`config.mk`:
```
export PLATFORM = sky130hd
export DESIGN_NAME = fb_scanout
export DESIGN_NICKNAME = d
export VERILOG_FILES = /design/src/rtl/fb_scanout.sv
export SDC_FILE = /design/constraint.sdc
export NUM_CORES = 1
export LEC_CHECK = 0
export ABC_AREA = 1
export CORE_ASPECT_RATIO = 1.5
export CORE_MARGIN = 10
export CORE_UTILIZATION = 49
export CTS_CLUSTER_SIZE = 24
export DETAILED_ROUTE_END_ITERATION = 16
export PLACE_DENSITY = 0.73
export RECOVER_POWER = 100
export SETUP_SLACK_MARGIN = 0.3
export SLEW_MARGIN = 40
export SYNTH_ARGS = -nofsm -noshare
export SYNTH_HDL_FRONTEND = slang
export SYNTH_SLANG_ARGS = --single-unit
export TNS_END_PERCENT = 30
```
`constraint.sdc`:
```
create_clock -name i_clk -period 1.45 [get_ports i_clk]
set_input_delay 0.29 -clock i_clk [delete_from_list [all_inputs] [get_ports i_clk]]
set_output_delay 0.29 -clock i_clk [all_outputs]
set_load 0.005 [all_outputs]
```
`src/rtl/fb_scanout.sv`:
```
// Framebuffer scan-out: VGA timing generator, 2x2 pixel-doubled BRAM fetch and
// front/back bank ownership with swaps taken only at vblank entry.
module fb_scanout #(
  parameter int H_ACTIVE = 640,
  parameter int H_FP     = 16,
  parameter int H_SYNC   = 96,
  parameter int H_BP     = 48,
  parameter int V_ACTIVE = 480,
  parameter int V_FP     = 10,
  parameter int V_SYNC   = 2,
  parameter int V_BP     = 33,
  parameter int FB_W     = 320,
  parameter int RD_LAT   = 1
) (
  input  logic        i_clk,
  input  logic        i_rst,
  input  logic        i_pix_ce,
  output logic [16:0] o_fb_addr,
  input  logic [11:0] i_fb_data,
  output logic        o_buf_sel,
  input  logic        i_swap_req,
  output logic        o_swap_ack,
  output logic        o_vga_hs,
  output logic        o_vga_vs,
  output logic [3:0]  o_vga_r,
  output logic [3:0]  o_vga_g,
  output logic [3:0]  o_vga_b,
  output logic        o_de,
  output logic        o_vblank,
  output logic        o_frame_start
);

  localparam int H_TOTAL = H_ACTIVE + H_FP + H_SYNC + H_BP;
  localparam int V_TOTAL = V_ACTIVE + V_FP + V_SYNC + V_BP;
  localparam int HW = $clog2(H_TOTAL);
  localparam int VW = $clog2(V_TOTAL);

  localparam logic [HW-1:0] H_LAST   = HW'(H_TOTAL - 1);
  localparam logic [HW-1:0] H_ACT    = HW'(H_ACTIVE);
  localparam logic [HW-1:0] HS_BEG   = HW'(H_ACTIVE + H_FP);
  localparam logic [HW-1:0] HS_END   = HW'(H_ACTIVE + H_FP + H_SYNC - 1);
  localparam logic [VW-1:0] V_LAST   = VW'(V_TOTAL - 1);
  localparam logic [VW-1:0] V_ACT    = VW'(V_ACTIVE);
  localparam logic [VW-1:0] V_ACT_LM = VW'(V_ACTIVE - 1);
  localparam logic [VW-1:0] VS_BEG   = VW'(V_ACTIVE + V_FP);
  localparam logic [VW-1:0] VS_END   = VW'(V_ACTIVE + V_FP + V_SYNC - 1);
  localparam logic [16:0]   ROW_STEP = 17'(FB_W);

  typedef struct packed {
    logic fs;
    logic vb;
    logic de;
    logic vs;
    logic hs;
  } ctl_t;

  localparam ctl_t CTL_RST = '{fs: 1'b0, vb: 1'b0, de: 1'b0, vs: 1'b1, hs: 1'b1};

  logic [HW-1:0] hcnt_q, hcnt_d;
  logic [VW-1:0] vcnt_q, vcnt_d;
  logic [16:0]   row_base_q, row_base_d;
  logic [16:0]   addr_q, addr_d;
  logic          buf_sel_q, buf_sel_d;
  logic          pend_q, pend_d;
  logic          ack_q, ack_d;
  ctl_t          ctl0;
  ctl_t          pipe_q [RD_LAT];
  ctl_t          ctl_last;
  logic          hs_q, vs_q, de_q, vb_q, fs_q;
  logic [11:0]   rgb_q;
  logic          swap_now;

  assign ctl_last = pipe_q[RD_LAT-1];

  // Stage-0 counters, row-base accumulator, address and swap handshake next state
  always_comb begin
    hcnt_d     = hcnt_q;
    vcnt_d     = vcnt_q;
    row_base_d = row_base_q;
    addr_d     = addr_q;
    ctl0.de    = (hcnt_q < H_ACT) && (vcnt_q < V_ACT);
    ctl0.hs    = !((hcnt_q >= HS_BEG) && (hcnt_q <= HS_END));
    ctl0.vs    = !((vcnt_q >= VS_BEG) && (vcnt_q <= VS_END));
    ctl0.vb    = (vcnt_q >= V_ACT);
    ctl0.fs    = (hcnt_q == HW'(0)) && (vcnt_q == VW'(0));
    swap_now   = i_pix_ce && (hcnt_q == HW'(0)) && (vcnt_q == V_ACT) && (pend_q || i_swap_req);
    buf_sel_d  = swap_now ? !buf_sel_q : buf_sel_q;
    ack_d      = swap_now;
    pend_d     = swap_now ? 1'b0 : (pend_q || i_swap_req);
    if (i_pix_ce) begin
      if (ctl0.de) begin
        addr_d = row_base_q + 17'(hcnt_q >> 1);
      end else begin
        addr_d = addr_q;
      end
      if (hcnt_q == H_LAST) begin
        hcnt_d = HW'(0);
        if (vcnt_q == V_LAST) begin
          vcnt_d     = VW'(0);
          row_base_d = 17'd0;
        end else begin
          vcnt_d = vcnt_q + VW'(1);
          // Each source row covers two display lines: advance after odd lines.
          if (vcnt_q[0] && (vcnt_q < V_ACT_LM)) begin
            row_base_d = row_base_q + ROW_STEP;
          end else begin
            row_base_d = row_base_q;
          end
        end
      end else begin
        hcnt_d = hcnt_q + HW'(1);
      end
    end else begin
      hcnt_d = hcnt_q;
    end
  end

  // State registers for counters, address and bank ownership
  always_ff @(posedge i_clk) begin
    if (i_rst) begin
      hcnt_q     <= '0;
      vcnt_q     <= '0;
      row_base_q <= 17'd0;
      addr_q     <= 17'd0;
      buf_sel_q  <= 1'b0;
      pend_q     <= 1'b0;
      ack_q      <= 1'b0;
    end else begin
      hcnt_q     <= hcnt_d;
      vcnt_q     <= vcnt_d;
      row_base_q <= row_base_d;
      addr_q     <= addr_d;
      buf_sel_q  <= buf_sel_d;
      pend_q     <= pend_d;
      ack_q      <= ack_d;
    end
  end

  // Control delay line matching BRAM latency, then the registered output stage
  always_ff @(posedge i_clk) begin
    if (i_rst) begin
      for (int i = 0; i < RD_LAT; i++) begin
        pipe_q[i] <= CTL_RST;
      end
      hs_q  <= 1'b1;
      vs_q  <= 1'b1;
      de_q  <= 1'b0;
      vb_q  <= 1'b0;
      fs_q  <= 1'b0;
      rgb_q <= 12'h000;
    end else begin
      if (i_pix_ce) begin
        pipe_q[0] <= ctl0;
        for (int i = 1; i < RD_LAT; i++) begin
          pipe_q[i] <= pipe_q[i-1];
        end
        hs_q  <= ctl_last.hs;
        vs_q  <= ctl_last.vs;
        de_q  <= ctl_last.de;
        vb_q  <= ctl_last.vb;
        rgb_q <= ctl_last.de ? i_fb_data : 12'h000;
      end
      // Frame start is a single-clock pulse regardless of pix_ce duty.
      fs_q <= i_pix_ce && ctl_last.fs;
    end
  end

  assign o_fb_addr     = addr_q;
  assign o_buf_sel     = buf_sel_q;
  assign o_swap_ack    = ack_q;
  assign o_vga_hs      = hs_q;
  assign o_vga_vs      = vs_q;
  assign o_vga_r       = rgb_q[11:8];
  assign o_vga_g       = rgb_q[7:4];
  assign o_vga_b       = rgb_q[3:0];
  assign o_de          = de_q;
  assign o_vblank      = vb_q;
  assign o_frame_start = fs_q;

endmodule

```
==> results of run 1 <==
[through the flow]
step,hold slack (ns),utilization [%],area [um^2],setup slack [ns],TNS [ns]
3_5_place_dp,0.446,66.8,4640,-0.372,-16.16
6_report,0.419,75.2,5220,-0.0632,-0.579
2_1_floorplan,0.404,-,3640,0.0649,0
5_1_grt,0.438,75.2,5220,-0.142,-2.33
4_1_cts,0.377,70.7,4910,-0.0163,-0.0260
3_3_place_gp,0.444,66.8,4640,-0.343,-15.46
[kinds of logic (layout without fill, tap and decap cells)]
logic type	after synthesis	in the layout	synth area share (%)
AO/OA/AOI/OAI	69	69	12.3
AND/OR/NAND/NOR	243	244	31.3
XOR/XNOR	8	8	1.99
adder cells (fa/ha/maj)	9	9	3.20
multiplexers	1	1	0.284
buffers and inverters	65	201	7.96
flip-flops	73	73	42.9
[flip-flops by register name, indices dropped and copies added (netlist names), 5 cells and up]
signal,count
rgb_q,12
vcnt_q,10
row_base_q,11
hcnt_q,10
o_fb_addr,17
pipe_q,5
[how the worst max path moves through the flow]
| stage | endpoint | slack, ns | cells past startpoint |
|---|---|---|---|
| after floorplan | o_fb_addr[14] | 0.06 | 10 |
| after global placement | row_base_q[11] | -0.34 | 10 |
| after detailed placement | vcnt_q[8] | -0.37 | 8 |
| after CTS | vcnt_q[5] | -0.02 | 9 |
| after global routing | o_fb_addr[14] | -0.14 | 9 |
| final | row_base_q[15] | -0.06 | 8 |
[what timing repair did]
action / CTS / global route
buffers inserted: 5 / 13
endpoints found under the setup margin: 112 / 76
pin swaps: 19 / 38
gates resized for setup: 221 / 65
hold buffers: 0 / 0
cloned: 2 / 1
[metal layers]
| layer | track usage (%) | vias to the layer above | wire (um) |
|---|---|---|---|
| met2 | 34.0 | 139 | 5580 |
| met4 | 11.1 | 0 | 460 |
| li1 | - | 1823 | - |
| met1 | 19.8 | 1712 | 4230 |
| met3 | 5.16 | 35 | 639 |
| met5 | 0 | - | 0 |
[worst max-delay path, cell delays in order, from the launching register on]
cell,delay (ns)
dfxtp_4,0.37
ha_4,0.16
nand3_4,0.07
nor2_4,0.16
nand2_4,0.10
nor2_8,0.21
buf_6,0.15
a21oi_2,0.05
a21oi_1,0.16
[power by group]
part	internal, mW	switching, mW
registers	2.08	0.0365
clock network	1.02	0.737
logic	0.173	0.169
[area by class of cell]
cell class	instances	area (um^2)
inverters	53	213
clock buffers	13	149
multi-input cells	331	2120
well taps	78	97.6
repair buffers	132	987
clock inverters	3	65.1
flip-flops and latches	73	1590
fillers	524	1720
[cell usage in the layout, fill, tap and decap left out, drive strengths merged, types with 2 or more instances in the layout]
cell             n
clkdlybuf4s50   14
xor2             6
nand3           45
o22a             2
a21oi           24
edfxtp           5
o21ai           24
nor3            14
nand2          105
a32o            12
buf            115
clkinv           2
clkbuf          15
nor3b            2
xnor2            2
a22o             2
nor2            66
o211ai           2
bufinv           2
dfxtp           68
nand4            9
ha               9
inv             51
==> run_results.csv, run 1 <==
group,metric,value,unit
critical_path,crit_start,"hcnt_q[0]",
synth,yosysTopAreaCellShare,38.7,%
sta,rsz0062_at_grt,"true",
sta,fmax,0.661,GHz
synth,ys_seq_elements,73,
routing,drt-initial-drc-count,217,
cts,root_buffer,"clkbuf_8",
sta,fin_ws,-0.0632,ns
cts,path_clk_slew,0.08,ns
critical_path,regToRegEndpoint,"row_base_q[15]",
synth,synthArstFlopShare,0,%
sta,min_period,1.51,ns
floorplan,start_util,50.7,%
synth,yosys-top-cells-area,"dfxtp_1 (39%), nand2_1 (10%), nor2_1 (6.3%)",
critical_path,end_kind,"register",
floorplan,die_w,89.2,um
synth,syn_area,0.00352,mm^2
layout,drive_above_1_share,44.3,%
synth,avgSynthCellArea,7.53,um^2
grt,grt_pass1_vias,3568,
power_and_ir_drop,power,4.21,mW
critical_path,worstPathRequired,1.73,ns
routing,wirelength,10.9,mm
power_and_ir_drop,peakVddDrop,0.665,mV
routing,postRouteAntennaNets,0,
cts,tritoncts,"yes",
worst_hold_path,holdCritPathClass,"input port to register",
layout,fin_nets,625,
routing,wl_per_cell,16.0,um
place,hpwl,7.60,mm
worst_hold_path,hp-start,"i_rst",
sta,finClkSkew,0.0126,ns
synth,ys_warn_count,0,
critical_path,path_class,"register to register",
synth,synth.net_count,493,
power_and_ir_drop,cellPowerDensity,806,mW/mm^2
critical_path,crit_arrival,1.79,ns
cts,cts_buffers,9,
cts,cts_max_path_buffers,2,
synth,yosysSeqAreaShare,42.9,%
critical_path,cp-start-kind,"register",
cts,clock-sinks,73,
grt,grt_pass1_wl,16.7,mm
place,gp_congestion,0.956,
grt,antenna_found_initial,0,
routing,drc_errors,0,
floorplan,num_io_pins,52,
sta,setup_viol,19,
synth,synth-main-ff-cell,"dfxtp_1",
worst_hold_path,whs_path_depth,2,
status,violations,"setup timing",
status,outcome,"finished with violations",
cts,clock_latency,0.37,ns
synth,syn-instance-count,468,
critical_path,r2r_cells,8,
power_and_ir_drop,p_leak,2.39,nW
routing,dr_total_vias,3709,
sta,maxSlewViolCount,0,
synth,synth_enable_flop_cells,5,
run,drv_cap,0,
synth,yosys-top-cells-count,"nand2_1 (97), dfxtp_1 (68), nor2_1 (59), inv_1 (48), nand3_1 (43)",
layout,syn2layout_area_growth,48.2,%
floorplan,core-area,0.00694,mm^2
layout,finalNonFillerCells,683,
sta,timing.final.crit_share,104,%
cts,h-tree-depth,3,
synth,yosysMostFrequentCell,"nand2_1",
floorplan,die_area,0.0110,mm^2
place,port_buffers,51,
sta,max_slew_margin,73.3,%
worst_hold_path,min_delay_worst_endpoint,"o_frame_start",
synth,synth_cell_types,39,
sta,tightestPinTransition,0.400,ns
critical_path,cp_max_fo,5,
grt,grt_max_degree,16,
floorplan,die-height,124,um
floorplan,rows,37,
routing,drt_first_pass_iters,4,
grt,grt_usage,19.3,%
sta,hold_viol,0,
routing,vias_per_cell,5.43,
grt,grt_overflow,0,
layout,diodes,0,
place,dp.cells,646,
critical_path,r2r_start,"hcnt_q[0]",
synth,yosys.area.top_type,"dfxtp_1",
critical_path,reg2reg_slack,-0.06,ns
Power figures use the tool's default switching activity.
==> inputs of run 2 (changes only) <==
CAP_MARGIN = 20   (was not set)
TNS_END_PERCENT = not set   (was 30)
==> run_results.csv, run 2 (synthesized netlist as in run 1, its figures left out) <==
group,metric,value,unit
cts,clock-sinks,73,
grt,grt_pass1_wl,21.5,mm
layout,largest_register_ffs,17,
sta,rsz0062_at_grt,"true",
routing,drt-initial-drc-count,489,
routing,highest_layer,"met4",
floorplan,die_w,89.2,um
place,gp_congestion,0.966,
grt,grt_overflow,0,
sta,fmax,0.586,GHz
routing,wl_per_cell,24.5,um
sta,finClkSkew,0.0154,ns
floorplan,num_io_pins,52,
cts,cts_max_path_buffers,2,
floorplan,die-height,124,um
sta,timing.final.crit_share,118,%
run,drv_cap,0,
critical_path,path_class,"register to register",
routing,dr_wl_met3,1.64,mm
routing,vias_per_cell,6.34,
sta,maxSlewViolCount,0,
sta,setup_viol,47,
routing,met2_length,8.86,mm
floorplan,core-area,0.00694,mm^2
critical_path,worstPathRequired,1.76,ns
grt,antenna_found_initial,1,
cts,cts_buffers,9,
worst_hold_path,hp-start,"rgb_q[6]",
layout,layout_common_cells,"buf_4 (86), nand2_1 (66), buf_6 (47)",
critical_path,r2r_start,"vcnt_q[5]",
sta,hold_viol,0,
floorplan,rows,37,
place,port_buffers,51,
routing,drc_errors,0,
layout,final_area,0.00625,mm^2
sta,min_period,1.71,ns
sta,tightestPinTransition,0.484,ns
critical_path,cp_max_fo,2,
floorplan,die_area,0.0110,mm^2
worst_hold_path,min_delay_worst_endpoint,"rgb_q[6]",
layout,drive_above_1_share,60.7,%
grt,grt_usage,25.3,%
critical_path,crit_start,"vcnt_q[5]",
power_and_ir_drop,power,4.33,mW
layout,syn2layout_area_growth,77.4,%
power_and_ir_drop,peakVddDrop,0.713,mV
status,violations,"setup timing",
cts,h-tree-depth,3,
place,place_ws,-0.334,ns
sta,setup_tns,-4.68,ns
cts,tritoncts,"yes",
place,place_area,0.00486,mm^2
cts,clock_latency,0.38,ns
layout,layout_commonest_cell,"buf_4",
worst_hold_path,whs_path_depth,1,
status,outcome,"finished with violations",
critical_path,r2r_cells,9,
critical_path,regToRegEndpoint,"vcnt_q[9]",
routing,dr_total_vias,4707,
layout,postLayoutCoreUtil,90.0,%
routing,postRouteAntennaNets,0,
grt,grt_max_degree,15,
critical_path,crit_arrival,2.02,ns
critical_path,cp-start-kind,"register",
routing,drt-met1-wl,5.95,mm
routing,drt_first_pass_iters,5,
cts,path_clk_slew,0.08,ns
critical_path,reg2reg_slack,-0.26,ns
floorplan,start_util,50.7,%
power_and_ir_drop,cellPowerDensity,693,mW/mm^2
critical_path,end_kind,"register",
place,hpwl,8.44,mm
cts,root_buffer,"clkbuf_8",
power_and_ir_drop,p_leak,2.88,nW
routing,wirelength,18.2,mm
grt,grt_pass1_vias,4322,
sta,fin_ws,-0.258,ns
sta,max_slew_margin,67.8,%
layout,fin_nets,682,
worst_hold_path,holdCritPathClass,"register to register",
[run 2: where the power goes]
group | total, mW | internal (mW) | switching, mW | leakage, nW
registers | 2.12 | 2.07 | 0.0441 | 0.629
logic | 0.536 | 0.266 | 0.270 | 2.14
clock network | 1.68 | 0.841 | 0.838 | 0.104
total | 4.33 | 3.18 | 1.15 | 2.88
[run 2: layout make-up]
type,instances,area (um^2)
Timing Repair Buffer,189,1600
Clock buffer,11,141
Fill cell,296,696
Antenna cell,2,5.00
Multi-Input combinational cell,331,2510
Inverter,53,228
Sequential cell,73,1600
Clock inverter,5,55.1
Tap cell,78,97.6
[run 2: worst max-delay path: stages, from the launching register on]
cell and delay (ns):
dfxtp_2 0.36, nand2_2 0.08, nor2_4 0.18, buf_6 0.12, buf_4 0.12, buf_4 0.12
nand3_1 0.09, nand2_1 0.12, nand4_1 0.25, a21oi_2 0.20
[run 2: how the worst max path moves through the flow]
stage	to	slack (ns)	cells after the start
finish	vcnt_q[9]	-0.26	9
CTS	o_fb_addr[14]	-0.09	10
floorplan	o_fb_addr[14]	0.06	10
global placement	pipe_q[0][4]	-0.30	5
detailed placement	pipe_q[0][4]	-0.33	6
global route	vcnt_q[9]	-0.31	8
[run 2: per-stage QoR]
| stage | instances | hold WS [ns] |
|---|---|---|
| floorplan | 468 | 0.404 |
| global placement | 669 | 0.444 |
| detailed placement | 669 | 0.452 |
| CTS | 725 | 0.457 |
| global route | 741 | 0.470 |
| finish | 742 | 0.456 |
[run 2: what timing repair did]
item                                    in CTS  in global routing
hold buffers                                 0                  0
resized for setup                          330                 93
endpoints found under the setup margin     111                 61
pin swaps                                   46                 56
gates cloned                                 2                  1
buffers inserted                            38                 14
[run 2: metal layers]
| layer | GRT usage [%] | vias to the layer above |
|---|---|---|
| met3 | 5.36 | 169 |
| met1 | 23.6 | 2206 |
| met4 | 18.0 | 0 |
| met2 | 47.1 | 398 |
| met5 | 0 | - |
| li1 | - | 1934 |
